### src/rtl/uart_pkg.sv
// Shared UART definitions: receiver FSM states, baud divider helpers, frame width.
// Used by both the receive and transmit ends of the 16-bit link.
package uart_pkg;

    localparam int DATA_BITS = 8;

    typedef enum logic [1:0] {
        IDLE,
        START,
        DATA,
        STOP
    } rx_state_e;

    function automatic int baud_div(input int clk_freq, input int baud);
        return clk_freq / baud;
    endfunction

    function automatic int half_div(input int clk_freq, input int baud);
        return baud_div(clk_freq, baud) / 2;
    endfunction

endpackage

### src/rtl/uart_rx_byte.sv
// One 8N1 byte receiver: input synchronizer, mid-bit sampling FSM and baud counter.
// Emits single-cycle byte_done / byte_err strobes in the cycle of the stop-bit sample.
module uart_rx_byte
    import uart_pkg::*;
#(
    parameter int CLK_FREQ = 50_000_000,
    parameter int BAUD     = 115200
) (
    input  logic                 clk,
    input  logic                 rst_n,
    input  logic                 rxd,
    output logic [DATA_BITS-1:0] byte_data,
    output logic                 byte_done,
    output logic                 byte_err,
    output logic                 start_det,
    output logic                 busy
);

    localparam int BAUD_DIV = baud_div(CLK_FREQ, BAUD);
    localparam int HALF_DIV = half_div(CLK_FREQ, BAUD);
    localparam int CNT_W    = $clog2(BAUD_DIV + 1);
    localparam int BIT_W    = $clog2(DATA_BITS);

    logic                 rxd_meta, rxd_sync, rxd_prev;
    rx_state_e            state_q, state_d;
    logic [CNT_W-1:0]     cnt_q, cnt_d;
    logic [BIT_W-1:0]     bit_q, bit_d;
    logic [DATA_BITS-1:0] shift_q, shift_d;

    // Synchronizer resets to the idle level so reset release never looks like a start edge.
    always_ff @(posedge clk or negedge rst_n) begin
        if (!rst_n) begin
            rxd_meta <= 1'b1;
            rxd_sync <= 1'b1;
            rxd_prev <= 1'b1;
        end else begin
            rxd_meta <= rxd;
            rxd_sync <= rxd_meta;
            rxd_prev <= rxd_sync;
        end
    end

    assign start_det = (state_q == IDLE) && rxd_prev && !rxd_sync;
    assign busy      = (state_q != IDLE);
    assign byte_data = shift_q;

    always_comb begin
        // NOTE: every signal gets a default first, so no path through the case can infer a latch.
        state_d   = state_q;
        cnt_d     = cnt_q + 1'b1;
        bit_d     = bit_q;
        shift_d   = shift_q;
        byte_done = 1'b0;
        byte_err  = 1'b0;
        unique case (state_q)
            IDLE: begin
                cnt_d = '0;
                if (start_det) begin
                    state_d = START;
                    bit_d   = '0;
                end
            end
            START: begin
                if (cnt_q == CNT_W'(HALF_DIV - 1)) begin
                    cnt_d   = '0;
                    state_d = rxd_sync ? IDLE : DATA;
                end
            end
            DATA: begin
                if (cnt_q == CNT_W'(BAUD_DIV - 1)) begin
                    cnt_d   = '0;
                    shift_d = {rxd_sync, shift_q[DATA_BITS-1:1]};
                    bit_d   = bit_q + 1'b1;
                    if (bit_q == BIT_W'(DATA_BITS - 1)) state_d = STOP;
                end
            end
            STOP: begin
                // Leave mid-stop-bit so a back-to-back start edge is not missed.
                if (cnt_q == CNT_W'(BAUD_DIV - 1)) begin
                    cnt_d     = '0;
                    state_d   = IDLE;
                    byte_done = rxd_sync;
                    byte_err  = !rxd_sync;
                end
            end
            default: state_d = IDLE;
        endcase
    end

    always_ff @(posedge clk or negedge rst_n) begin
        // NOTE: non-blocking assignments so every register samples pre-edge values together.
        if (!rst_n) begin
            state_q <= IDLE;
            cnt_q   <= '0;
            bit_q   <= '0;
            shift_q <= '0;
        end else begin
            state_q <= state_d;
            cnt_q   <= cnt_d;
            bit_q   <= bit_d;
            shift_q <= shift_d;
        end
    end

endmodule

### src/rtl/uart_rx_16.sv
// 16-bit UART receiver: pairs two 8N1 bytes (high first) into data_16 with a valid pulse.
// Define UART_RX_TIMEOUT_EN to drop a lone first byte after TIMEOUT_BITS idle bit times.
module uart_rx_16
    import uart_pkg::*;
#(
    parameter int CLK_FREQ     = 50_000_000,
    parameter int BAUD         = 115200,
    parameter int TIMEOUT_BITS = 20
) (
    input  logic                   sys_clk,
    input  logic                   sys_rst_n,
    input  logic                   uart_rxd,
    output logic [2*DATA_BITS-1:0] data_16,
    output logic                   data_valid,
    output logic                   frame_err,
    output logic                   rx_timeout,
    output logic                   rx_busy
);

    logic [DATA_BITS-1:0] byte_data, high_byte;
    logic                 byte_done, byte_err, start_det;
    logic                 byte_idx;
    logic                 timeout_hit;

    uart_rx_byte #(
        .CLK_FREQ (CLK_FREQ),
        .BAUD     (BAUD)
    ) u_byte (
        .clk       (sys_clk),
        .rst_n     (sys_rst_n),
        .rxd       (uart_rxd),
        .byte_data (byte_data),
        .byte_done (byte_done),
        .byte_err  (byte_err),
        .start_det (start_det),
        .busy      (rx_busy)
    );

    // A framing error discards any half-built word so alignment restarts on the next byte.
    always_ff @(posedge sys_clk or negedge sys_rst_n) begin
        if (!sys_rst_n) begin
            byte_idx   <= 1'b0;
            high_byte  <= '0;
            data_16    <= '0;
            data_valid <= 1'b0;
            frame_err  <= 1'b0;
        end else begin
            data_valid <= 1'b0;
            frame_err  <= 1'b0;
            if (byte_err) begin
                frame_err <= 1'b1;
                byte_idx  <= 1'b0;
            end else if (byte_done) begin
                if (!byte_idx) begin
                    high_byte <= byte_data;
                    byte_idx  <= 1'b1;
                end else begin
                    data_16    <= {high_byte, byte_data};
                    data_valid <= 1'b1;
                    byte_idx   <= 1'b0;
                end
            end else if (timeout_hit) begin
                byte_idx <= 1'b0;
            end
        end
    end

`ifdef UART_RX_TIMEOUT_EN
    localparam int BAUD_DIV  = baud_div(CLK_FREQ, BAUD);
    localparam int TMO_LIMIT = TIMEOUT_BITS * BAUD_DIV;
    localparam int TMO_W     = $clog2(TMO_LIMIT + 1);

    logic [TMO_W-1:0] idle_cnt;
    logic             idle_run;

    assign idle_run    = byte_idx && !rx_busy && !start_det;
    assign timeout_hit = idle_run && (idle_cnt == TMO_W'(TMO_LIMIT - 1));

    always_ff @(posedge sys_clk or negedge sys_rst_n) begin
        if (!sys_rst_n) begin
            idle_cnt   <= '0;
            rx_timeout <= 1'b0;
        end else begin
            rx_timeout <= timeout_hit;
            if (!idle_run || timeout_hit) idle_cnt <= '0;
            else                          idle_cnt <= idle_cnt + 1'b1;
        end
    end
`else
    logic unused_tmo;

    assign unused_tmo  = start_det ^ (TIMEOUT_BITS == 0);
    assign timeout_hit = 1'b0;
    assign rx_timeout  = 1'b0;
`endif

endmodule

### config.mk
export PLATFORM = sky130hd
export DESIGN_NAME = uart_rx_16
export DESIGN_NICKNAME = d
export VERILOG_FILES = /design/src/rtl/uart_pkg.sv /design/src/rtl/uart_rx_byte.sv /design/src/rtl/uart_rx_16.sv
export SDC_FILE = /design/constraint.sdc
export NUM_CORES = 1
export LEC_CHECK = 0
export ABC_AREA = 1
export BUFFER_PORTS_ARGS = -buffer_cell sky130_fd_sc_hd__buf_2
export CORE_ASPECT_RATIO = 1.1
export CORE_MARGIN = 1
export CORE_UTILIZATION = 50
export DETAILED_ROUTE_END_ITERATION = 6
export PLACE_DENSITY_LB_ADDON = 0.08
export SKIP_LAST_GASP = 1
export SYNTH_ARGS = -nofsm -noshare
export SYNTH_HDL_FRONTEND = slang
export SYNTH_SLANG_ARGS = --single-unit
### constraint.sdc
create_clock -name sys_clk -period 1.4 [get_ports sys_clk]
set_input_delay 0.14 -clock sys_clk [delete_from_list [all_inputs] [get_ports sys_clk]]
set_output_delay 0.14 -clock sys_clk [all_outputs]
set_load 0.02 [all_outputs]
==> reports/qor.yml <==
placed_design:
  dp_hpwl_um: 3190
  place_congestion: 0.765
  dp_slack_ns: -0.124
  port_buffers: 21
timing:
  fin_crit_ns: 1.54
  hold_viol: 0
  period_share_pct: 110
  rsz0062_at_grt: "yes"
  slew_violations: 0
  max_freq_ghz: 0.648
  whs_ns: 0.308
  worst_slack_ns: -0.143
  setup_viol: 47
  fin_setup_tns_ns: -4.40
  final.setup_skew_ns: 0.0132
cts:
  cts_sinks: 52
  cts-root-buf: "clkbuf_8"
  cts_tree: "yes"
  cts_max_path_buffers: 2
  cts_max_level: 2
  numCtsBuffers: 5
  insertion_delay_ns: 0.30
  clk_pin_slew_ns: 0.09
synthesis:
  synth_common_cells: "74 x nand2_1, 49 x dfrtp_1, 23 x inv_1, 23 x o21ai_2, 19 x nor2_1"
  synth_flop_cell: "dfrtp_1"
  synth_top_area_share_pct: 50.9
  synthesis.nets: 259
  async_flop_share_pct: 100
  netlist_instances: 251
  ys_types: 28
  synth_area_um2: 2410
  synth_most_common_cell: "nand2_1"
  synth.avg_cell_area_um2: 9.61
  synth_edf_count: 0
  yosysWarningCount: 0
  synth_seq_cells: 52
  synth_area_leaders: "dfrtp_1 51%, nand2_1 12%, o21ai_2 8.4%, inv_1 3.6%, nand3_1 3.3%"
  synth.largest_area_cell: "dfrtp_1"
  synth-seq-area-share_pct: 54.1
pwr:
  pwr-share-seq_pct: 42.9
  intPower_uw: 2700
  combPwrFrac_pct: 31.7
  clkPwrFrac_pct: 25.4
  swShare_pct: 32.9
  ir_drop_v: 0.000767
  power.density_nw_per_um2: 1210
  p_leak_uw: 0.00164
  switching_power_uw: 1320
setup_path:
  cp.required_ns: 1.58
  endpoint: "data_16[1]"
  endpoint_kind: "flop"
  crit_fanout: 8
  crit_arrival_ns: 1.72
  crit_type: "flop to flop"
  r2r-end: "data_16[1]"
  r2r_start: "u_byte.cnt_q[1]"
  reg2reg_depth: 10
  rrSetupSlack_ns: -0.14
  critPathLaunch: "u_byte.cnt_q[1]"
  start_kind: "flop"
floorplanning:
  core_area_um2: 4650
  io_pins: 23
  dieArea_um2: 5100
  die_h_um: 74.8
  die_w_um: 68.2
  rows: 26
  start_util_pct: 51.8
routing:
  vias: 1878
  dr.pass1.iters: 5
  wl_per_cell_um: 13.6
  wl_um: 5070
  drt-initial-drc-count: 100
  route.detailed.drc: 0
  viasPerCell: 5.03
  ant_nets: 0
grt:
  grt_pass1_wl_um: 8110
  grt_max_degree: 35
  antenna_found_initial: 0
  grt_usage_pct: 21.8
  grt_overflow: 0
  grt_pass1_vias: 1670
status:
  status: "complete, but fails checks"
  violations: "setup timing"
run:
  drv_cap: 0
hold_path:
  hold_class: "primary input to async pin"
cells_and_area:
  num-fill-cells: 347
  final_nets: 324
  antenna_cells: 0
  area_delta_synth_final_pct: 37.8
  drive_gt1_share_pct: 50.5
==> cell usage in the layout, fill, tap and decap left out, types with 4 or more instances in the layout <==
master / synthesis / layout
nor2_2: 1 / 4
inv_2: 2 / 7
nand3_1: 16 / 14
nor2_1: 19 / 15
nand3_4: 1 / 4
buf_12: 0 / 6
clkbuf_8: 0 / 5
nand2_1: 74 / 46
buf_2: 0 / 21
nand4_1: 5 / 5
inv_1: 23 / 16
buf_4: 2 / 29
nand2_2: 5 / 23
nand2_4: 1 / 11
dfrtp_1: 49 / 47
o21ai_2: 23 / 24
==> how the worst min path moves through the flow <==
stage / start / endpoint / slack (ns) / cells after the start
after floorplan: sys_rst_n / async pin / -0.16 / 0
after global placement: sys_rst_n / u_byte.cnt_q[3] / 0.12 / 1
after detailed placement: sys_rst_n / u_byte.cnt_q[3] / 0.12 / 1
after CTS: sys_rst_n / u_byte.cnt_q[3] / 0.32 / 2
after global routing: sys_rst_n / u_byte.cnt_q[3] / 0.36 / 2
final: sys_rst_n / u_byte.cnt_q[3] / 0.31 / 2
==> power groups by stage <==
stage	sequential, uW	combinational [uW]	clock, uW
after global routing	1750	1390	1100
final	1730	1280	1020
after floorplan	1710	498	0
after detailed placement	1720	848	0
after CTS	1700	1120	1030
after global placement	1720	830	0
==> critical path, stage by stage (launching register included) <==
cell	delay (ns)
dfrtp_1	0.40
inv_2	0.08
ha_4	0.14
nand2_4	0.05
inv_2	0.07
nand2_4	0.06
nor2_8	0.13
nand4_4	0.18
buf_12	0.22
nand2_4	0.05
o21ai_2	0.05
==> per-stage QoR <==
step,utilization [%],total power [uW],cell area [um^2],cells
finish,71.4,4030,3320,373
global route,71.4,4240,3320,373
CTS,69.3,3850,3220,368
detailed placement,59.7,2570,2780,348
global placement,59.7,2550,2780,348
floorplan,-,2210,2410,251
==> sequential cells by signal, summed over array words and instances (netlist names), named ones only <==
register / flops
high_byte: 8
u_byte.state_q: 1
byte_idx: 1
u_byte.byte_data: 8
u_byte.cnt_q: 9
u_byte.rxd_meta: 1
data_16: 16
u_byte.rxd_prev: 1
data_valid: 1
frame_err: 1
u_byte.bit_q: 3
u_byte.rxd_sync: 1
==> final cells by class <==
| class | count | area [um^2] | area share, % |
|---|---|---|---|
| well taps | 56 | 70.1 | 2.11 |
| multi-input cells | 169 | 1200 | 36.3 |
| repair buffers | 62 | 528 | 15.9 |
| flip-flops and latches | 52 | 1310 | 39.3 |
| inverters | 26 | 105 | 3.16 |
| clock inverters | 2 | 35.0 | 1.05 |
| clock buffers | 6 | 72.6 | 2.18 |
==> metal layers <==
metal | track usage (%) | share of wire [%]
met2 | 33.9 | 49
met3 | 4.85 | 3.4
met1 | 30.9 | 47
met5 | 0 | 0
met4 | 5.56 | 0.83
==> logic make-up after synthesis <==
kind of cell	Yosys count	synth area share [%]
simple gates	128	25.5
flops	52	54.1
buf+inv	33	6.75
compound gates	30	10.1
fa+ha+maj	5	2.59
xor+xnor	2	0.727
other cells	1	0.156
==> repair_timing <==
action | 4_1_cts | 5_1_grt
buffers inserted | 6 | 5
endpoints found under the setup margin | 46 | 49
gates cloned | 4 | 0
hold endpoints to repair | 16 | 0
resized for setup | 55 | 21
hold buffers | 2 | 0
pin swaps | 13 | 5
No activity file was read; power rests on OpenSTA's default activity.
